### config.mk
export PLATFORM = sky130hd
export DESIGN_NAME = alu_operand_seq
export DESIGN_NICKNAME = d
export VERILOG_FILES = /design/src/rtl/alu_operand_seq.sv
export SDC_FILE = /design/constraint.sdc
export NUM_CORES = 1
export LEC_CHECK = 0
export ABC_AREA = 1
export BUFFER_PORTS_ARGS = -buffer_cell sky130_fd_sc_hd__buf_2
export CAP_MARGIN = 40
export CELL_PAD_IN_SITES_DETAIL_PLACEMENT = 0
export CELL_PAD_IN_SITES_GLOBAL_PLACEMENT = 1
export CORE_ASPECT_RATIO = 1.75
export CORE_MARGIN = 1
export CORE_UTILIZATION = 35
export CTS_CLUSTER_SIZE = 30
export DETAILED_ROUTE_END_ITERATION = 8
export PLACE_DENSITY_LB_ADDON = 0.1
export SLEW_MARGIN = 25
export SYNTH_ARGS = -nofsm -noshare
export SYNTH_HDL_FRONTEND = slang
export SYNTH_SLANG_ARGS = --single-unit
export TNS_END_PERCENT = 30
### constraint.sdc
create_clock -name clk -period 3.5 [get_ports clk]
set_input_delay 0.875 -clock clk [delete_from_list [all_inputs] [get_ports clk]]
set_output_delay 0.875 -clock clk [all_outputs]
set_load 0.01 [all_outputs]
### src/rtl/alu_operand_seq.sv
// Operand sequencer for a combinational ALU: collects A (with op/carry) and B beats,
// holds them for EXEC_CYCLES settle cycles, captures the result and holds it until consumed.
`timescale 1ns/1ps
module alu_operand_seq #(
    parameter int EXEC_CYCLES = 1
) (
    input  logic       clk,
    input  logic       rst,
    input  logic [7:0] din,
    input  logic       din_valid,
    output logic       din_ready,
    input  logic [1:0] op_in,
    input  logic       cin_in,
    output logic [7:0] A,
    output logic [7:0] B,
    output logic       S1,
    output logic       S0,
    output logic       Cin,
    input  logic [7:0] G,
    input  logic       Overflow,
    input  logic [7:0] Du,
    output logic [7:0] R,
    output logic       R_ovf,
    output logic [7:0] R_du,
    output logic       Err,
    output logic       res_valid,
    input  logic       res_ready,
    output logic [7:0] op_count
);

    typedef enum logic [1:0] {IDLE, GET_B, EXEC, DONE} state_t;

    localparam logic [3:0] LAST_CNT = 4'(EXEC_CYCLES - 1);

    state_t     state_q, state_d;
    logic [7:0] a_q, a_d, b_q, b_d;
    logic [1:0] op_q, op_d;
    logic       cin_q, cin_d;
    logic [3:0] cnt_q, cnt_d;
    logic [7:0] r_q, r_d, r_du_q, r_du_d, op_count_q, op_count_d;
    logic       r_ovf_q, r_ovf_d, err_q, err_d, res_valid_q, res_valid_d;

    always_comb begin
        state_d     = state_q;
        a_d         = a_q;
        b_d         = b_q;
        op_d        = op_q;
        cin_d       = cin_q;
        cnt_d       = cnt_q;
        r_d         = r_q;
        r_ovf_d     = r_ovf_q;
        r_du_d      = r_du_q;
        err_d       = err_q;
        res_valid_d = res_valid_q;
        op_count_d  = op_count_q;
        din_ready   = 1'b0;

        case (state_q)
            IDLE: begin
                din_ready = 1'b1;
                if (din_valid) begin
                    a_d     = din;
                    op_d    = op_in;
                    cin_d   = cin_in;
                    state_d = GET_B;
                end
            end
            GET_B: begin
                din_ready = 1'b1;
                if (din_valid) begin
                    b_d     = din;
                    cnt_d   = 4'd0;
                    state_d = EXEC;
                end
            end
            EXEC: begin
                cnt_d = cnt_q + 4'd1;
                if (cnt_q == LAST_CNT) begin
                    // Divide by zero overrides whatever the ALU returns.
                    if (op_q == 2'b11 && b_q == 8'h00) begin
                        r_d     = 8'hFF;
                        r_du_d  = a_q;
                        r_ovf_d = 1'b0;
                        err_d   = 1'b1;
                    end else begin
                        r_d     = G;
                        r_du_d  = Du;
                        r_ovf_d = Overflow;
                        err_d   = 1'b0;
                    end
                    res_valid_d = 1'b1;
                    state_d     = DONE;
                end
            end
            DONE: begin
                if (res_ready) begin
                    res_valid_d = 1'b0;
                    op_count_d  = op_count_q + 8'd1;
                    state_d     = IDLE;
                end
            end
            default: state_d = IDLE;
        endcase
    end

    always_ff @(posedge clk) begin
        if (rst) begin
            state_q     <= IDLE;
            a_q         <= 8'h00;
            b_q         <= 8'h00;
            op_q        <= 2'b00;
            cin_q       <= 1'b0;
            cnt_q       <= 4'd0;
            r_q         <= 8'h00;
            r_ovf_q     <= 1'b0;
            r_du_q      <= 8'h00;
            err_q       <= 1'b0;
            res_valid_q <= 1'b0;
            op_count_q  <= 8'h00;
        end else begin
            state_q     <= state_d;
            a_q         <= a_d;
            b_q         <= b_d;
            op_q        <= op_d;
            cin_q       <= cin_d;
            cnt_q       <= cnt_d;
            r_q         <= r_d;
            r_ovf_q     <= r_ovf_d;
            r_du_q      <= r_du_d;
            err_q       <= err_d;
            res_valid_q <= res_valid_d;
            op_count_q  <= op_count_d;
        end
    end

    assign A         = a_q;
    assign B         = b_q;
    assign S1        = op_q[1];
    assign S0        = op_q[0];
    assign Cin       = cin_q;
    assign R         = r_q;
    assign R_ovf     = r_ovf_q;
    assign R_du      = r_du_q;
    assign Err       = err_q;
    assign res_valid = res_valid_q;
    assign op_count  = op_count_q;

endmodule

# Word level (Yosys, flattened, before mapping)
# Cells that the tools add are included.
# totals
register_bits	52
input_bits	32
# classes
n_addsub	2
eq_ne	8
mux	15
reduce_logical	14
# op_table
cell	count
8-bit two-way mux	2
2-bit AND reduction	5
8-bit by 1-bit adder with 8-bit output (second input constant)	1
8-bit logical NOT	1
2-bit two-way mux	4
2-bit != test (second input constant)	4
2-bit case mux with 4 select lines	1
4-bit case mux with 2 select lines	1
2-bit == test (second input constant)	3
1-bit two-way mux	5
4-bit by 1-bit adder with 4-bit output (second input constant)	1
4-bit logical NOT	1
4-bit two-way mux	1
4-bit AND reduction	1
2-bit nonzero test	2
3-bit AND reduction	1
2-bit by 1-bit == test with 1-bit output (second input constant)	1
2-bit logical NOT	1
1-bit case mux with 2 select lines	1
2-bit OR reduction	1
1-bit logical AND	1

# Longest topological paths before layout
# Gate-level depths: netlist of run 1.
# logic_depth
depth_word	3
depth_mapped	9
depth_no_buf	8

# Least setup slack after synthesis of run 1
# No wires, ideal clock.
# synth_timing
path_kind	register -> output
startpoint	register state_q[1]
endpoint	output port din_ready
arrival_time_ns	0.936
required_ns	2.625
setup_slack_ns	1.689
path_stages_with_launch	4
path_cell_list	dfxtp_1 -> inv_1 -> ha_1 -> or2_1
# synth_between
elab_chain_cells	3
word_cells_on_any_way	4
cone_classes	eq/ne: 1; mux: 1; reduce/logical: 2
# synth_lines
element	line_no	source
start, declared	35	state_t state_q, state_d;
start signal, assigned	121	state_q <= state_d;
2-bit by 1-bit == test with 1-bit output / 2-bit logical NOT (equally long branches)	58	case (state_q)
2-bit OR reduction (no line) *	-	
1-bit two-way mux *	58	
end, declared	11	output logic din_ready,
# Every way passes the cells marked *; elsewhere a longest branch is shown, timed or not.

# Final worst setup path of run 1
# Same ends and word-level chain as after synthesis.

==> impl_metrics.tcl, run 1 <==
set metrics [dict create \
    fin_area_sq_um 3010 \
    ys_ff_latch 52 \
    grt_pass1_wl_um 9250 \
    die_height_um 111 \
    diodes 0 \
    post-route-period-util 0.650 \
    synth_enable_flop_cells 0 \
    final_cells 474 \
    finClkSkew_ns 0.00462 \
    postSynthAreaPerCell_sq_um 7.47 \
    setup_ws_ns 1.23 \
    irDropWorstVdd_mv 0.337 \
    pwr-share-comb 0.350 \
    worstMarginPinSlew_ns 0.669 \
    routed_wl_um 5660 \
    power_switching_uw 822 \
    drtPass1Iterations 4 \
    cts_hold_buffers 0 \
    cp_slowest_stage_delay_ns 0.37 \
    clk_latency_ns 0.29 \
    synth_top_area_share 0.441 \
    crit_required_ns 2.62 \
    slowest_stage "dfxtp_1" \
    grt_max_degree 45 \
    antenna_found_initial 0 \
    fin_total_pwr_mw 2.38 \
    rows 39 \
    post_cts_resized 0 \
    vias 2178 \
    synthArstFlopShare 0 \
    dp_hpwl_um 4310 \
    numClockSinks 52 \
    busiest_layer "met2" \
    crit_chain "inv_1 -> ha_1 -> or2_1 -> buf_2" \
    powerDensity_nw_per_um2 792 \
    cts.clk_slew.worst_paths_ns 0.07 \
    die_w_um 64.1 \
    grt_setup_unrepaired "false" \
    cts_setup_buffers 0 \
    fin_crit_ns 2.27 \
    dieArea_sq_um 7090 \
    ys.flop_type "dfxtp_1" \
    cts_root_buffer "clkbuf_16" \
    io_pins 79 \
    maxCapViolations 0 \
    start_util 0.361 \
    setup_tns_ns 0 \
    place_ws_ns 1.34 \
    fillers 728 \
    cts_buffers 5 \
    setup_viol 0 \
    cts_buffer_depth 2 \
    drive_above_1_share 0.247 \
    hold_violations 0 \
    synth_top_area_cell "dfxtp_1" \
    max_freq_mhz 440 \
    multi_input_area_sq_um 1100 \
    use_met1 0.184 \
    final_util 0.460 \
    synth_area_leaders "dfxtp_1 (44%), nand2_1 (8.3%), nor2_1 (7.2%), o21ai_0 (6.6%), inv_1 (6.0%)" \
    dpl_cell_area_sq_um 2790 \
    hold_slack_ns 0.476 \
    cts_tree "yes" \
    pwr-share-clk 0.291 \
    gp_congestion 0.799 \
    hold_class "flop to flop" \
    grt_pass1_vias 2062 \
    wl_per_cell_um 11.9 \
    slew_headroom 0.553 \
    worstPathMaxFanout 4 \
    dpl.cell_count 466 \
    io_buffers 78 \
    sequentialPowerShare 0.359 \
    grt_overflow 0 \
    drtAntennaViolNets 0 \
    path_class "flop to output pin" \
    syn_to_final_growth_pct 27.5 \
    cp.arrival_ns 1.40 \
    ctsHtreeMaxLevel 2 \
    vias_per_cell 4.59 \
    startpoint_type "flop" \
    syn-num-nets 356 \
    grt_use_total 0.166 \
    coreArea_sq_um 6540 \
    syn_area_sq_um 2360 \
    synth_cells 316 \
    drc 0 \
    grt_use_met3 0.0432 \
    met2_usage 0.294 \
    maxSlewViolCount 0 \
    power.internal_mw 1.56 \
    fin_nets 431 \
    p_leak_nw 1.50 \
    switching_share 0.345 \
    yosysUniqueCellTypes 30 \
    status "completed" \
    seq_area_sq_um 1040 \
    critPathCaptureType "output pin" \
    ys_warn_count 0 \
    synth_seq_area_share 0.441 \
    drtIter0Drc 71 \
]
power groups by stage:
stage | sequential (mW) | clock, mW | combinational (mW)
2_1_floorplan | 0.923 | 0 | 0.527
3_3_place_gp | 0.870 | 0 | 0.840
3_5_place_dp | 0.872 | 0 | 0.847
4_1_cts | 0.859 | 0.715 | 0.850
5_1_grt | 0.877 | 0.738 | 0.949
6_report | 0.855 | 0.694 | 0.834
placed cells by master (no fill, tap or decap), drive strengths merged:
cell / Yosys / routed
buf: 9 / 78
nand2: 53 / 53
dfxtp: 52 / 52
nor2: 46 / 46
inv: 41 / 41
o21ai: 33 / 33
a21oi: 22 / 22
nand3: 22 / 22
o21a: 15 / 15
ha: 8 / 8
clkbuf: 1 / 5
nor3: 4 / 4
bufinv: 0 / 3
nand4: 2 / 2
a211oi: 2 / 2
or2: 2 / 2
clkinv: 1 / 1
nand3b: 1 / 1
o21bai: 1 / 1
xor2: 1 / 1
cell families (layout without fill, tap and decap cells):
kind of cell    after synthesis  count (layout)  synth area share
buf+inv                      52             128            0.0922
fa+ha+maj                     8               8            0.0424
xor+xnor                      1               1           0.00371
simple gates                130             130             0.241
compound gates               73              73             0.180
flops                        52              52             0.441
flip-flops by register name (all words and copies together) (netlist names), 2 cells and up:
name and flops:
A 8, cnt_q 4, state_q 2, R_du 8, op_q 2, B 8, R 8, op_count 8
path summary, 6_finish.rpt:
check / from / endpoint / slack [ns] / depth (start not counted)
worst max-delay path: state_q[1] / din_ready / 1.23 / 4
worst min register to register: op_count[5] / op_count[5] / 0.48 / 2
worst max register to register: state_q[0] / R[3] / 1.75 / 7
worst min-delay path: op_count[5] / op_count[5] / 0.48 / 2
Yosys cell counts (3+ instances only):
library cell / count
ha_1: 8
buf_2: 6
nor2_1: 45
nand3_1: 20
o21a_1: 15
inv_1: 38
inv_2: 3
dfxtp_1: 52
nor3_1: 3
o21ai_0: 31
a21oi_1: 21
nand2_1: 52
worst max-delay path: cells and delay by family (launching register included):
family / cells / cell delay (ns)
flip-flops: 1 / 0.37
AND/OR/NAND/NOR: 1 / 0.26
buffers and inverters: 2 / 0.24
adder cells (fa/ha/maj): 1 / 0.24
cell type report:
type	count	share of cell area
multi-input combinational	212	0.366
sequential	52	0.346
timing repair buffer	78	0.130
inverter	42	0.0524
clock buffer	5	0.0416
tap	82	0.0341
clock inverter	3	0.0299
metal layers:
metal  vias up  wire, um  part of all wire
li1       1165         -                 -
met1       946      2340              0.41
met2        60      2870              0.51
met3         7       350             0.062
met4         0       102             0.018
met5         -         0                 0
No activity file was read; power rests on OpenSTA's default activity.
==> inputs of run 2 (changes only) <==
- clock period: 3.5 -> 2.1 ns (I/O delays scaled with it)
==> run 2 against run 1 <==
Clock skew about the same. Power up 57%. Sequential power up 66%. Cell count up 0.42%. Count of clock-buffer cells in the layout up 1. Final area down 0.79%. Sequential cell count unchanged. Register-to-register slack worse by 1.3 ns. Largest power group unchanged. Highest routed layer unchanged.
==> impl_metrics.tcl, run 2 (synthesis gave the netlist of run 1 again) <==
set metrics [dict create \
    status "completed" \
    setup_tns_ns 0 \
    crit_family "flip-flops" \
    fin_area_sq_um 2990 \
    max_freq_mhz 514 \
    path_class "flop to output pin" \
    post_cts_resized 0 \
    maxCapViolations 0 \
    hold_slack_ns 0.449 \
    wl_per_cell_um 11.8 \
    die_w_um 64.1 \
    most-common-layout-cells "buf_2 (78), dfxtp_1 (52), nand2_1 (52)" \
    powerDensity_nw_per_um2 1250 \
    coreArea_sq_um 6540 \
    critPathCaptureType "output pin" \
    maxSlewViolCount 0 \
    fin_nets 433 \
    grt_pass1_vias 2072 \
    reg2reg_slack_ns 0.43 \
    worstMarginPinSlew_ns 0.583 \
    startpoint_type "flop" \
    hold_class "primary input to flop" \
    gp_congestion 0.825 \
    drc 0 \
    clk_latency_ns 0.28 \
    crit_buf_inv 2 \
    cts_buffers 5 \
    vias_per_cell 4.61 \
    p_leak_nw 1.49 \
    grt_overflow 0 \
    grt_setup_unrepaired "false" \
    cts_hold_buffers 0 \
    fillers 728 \
    hold_violations 0 \
    cts_buffer_depth 2 \
    grt_max_degree 31 \
    finClkSkew_ns 0.00460 \
    io_buffers 78 \
    slew_headroom 0.610 \
    vias 2195 \
    dp_hpwl_um 4390 \
    fin_total_pwr_mw 3.74 \
    cts_setup_buffers 0 \
    cp_slowest_stage_delay_ns 0.38 \
    die_height_um 111 \
    antenna_found_initial 0 \
    drtPass1Iterations 4 \
    dpl_cell_area_sq_um 2820 \
    drtIter0Drc 99 \
    post-route-period-util 0.927 \
    rows 39 \
    crit_required_ns 1.57 \
    drive_above_1_share 0.249 \
    layout_commonest_cell "buf_2" \
    io_pins 79 \
    crit_chain "inv_1 -> ha_1 -> or2_1 -> buf_2" \
    start_util 0.361 \
    diodes 0 \
    numClockSinks 52 \
    syn_to_final_growth_pct 26.4 \
    dieArea_sq_um 7090 \
    setup_viol 0 \
    irDropWorstVdd_mv 0.501 \
    cts_tree "yes" \
    drtAntennaViolNets 0 \
    fin_crit_ns 1.95 \
    cp.arrival_ns 1.42 \
    grt_pass1_wl_um 9490 \
    grt_use_total 0.169 \
    routed_wl_um 5630 \
    cts_root_buffer "clkbuf_16" \
    slowest_stage "dfxtp_1" \
    ctsHtreeMaxLevel 2 \
    cts.clk_slew.worst_paths_ns 0.07 \
    worstPathMaxFanout 4 \
]
==> run 2: path summary, 6_finish.rpt <==
check,to,start,cells after the start
min,R[7],G[7],3
min reg2reg,R_ovf,R_ovf,2
max reg2reg,cnt_q[2],state_q[1],7
max,din_ready,state_q[1],4
==> run 2: tightest hold or removal path: cells and delay by family <==
| kind | cells | cell delay, ns |
|---|---|---|
| simple gates | 2 | 0.09 |
| buf+inv | 1 | 0.07 |
==> run 2: per-layer routing <==
| metal | global-route usage | part of all wire | wire, um | vias up |
|---|---|---|---|---|
| met3 | 0.0381 | 0.049 | 274 | 5 |
| met2 | 0.312 | 0.53 | 2970 | 54 |
| met1 | 0.186 | 0.41 | 2330 | 970 |
| li1 | - | - | - | 1166 |
| met5 | 0 | 0 | 0 | - |
| met4 | 0.0455 | 0.011 | 61 | 0 |
==> run 2: power breakdown <==
part	internal (mW)	leakage [nW]	switching, mW
clock	0.561	0.0808	0.343
sequential	1.25	0.424	0.165
combinational	0.559	0.989	0.855
==> run 2: final cells by class <==
type / instances / area (sq um) / share of cell area
multi-input combinational: 212 / 1100 / 0.369
sequential: 52 / 1040 / 0.349
timing repair buffer: 80 / 418 / 0.140
inverter: 42 / 158 / 0.0528
clock buffer: 6 / 129 / 0.0432
tap: 82 / 103 / 0.0344
clock inverter: 2 / 35.0 / 0.0117
==> run 2: per-stage QoR <==
stage / util / std cells / setup WS (ns)
2_1_floorplan: - / 316 / 0.639
3_3_place_gp: 0.431 / 468 / 0.453
3_5_place_dp: 0.431 / 468 / 0.427
4_1_cts: 0.457 / 476 / 0.140
5_1_grt: 0.457 / 476 / 0.0891
6_report: 0.457 / 476 / 0.153
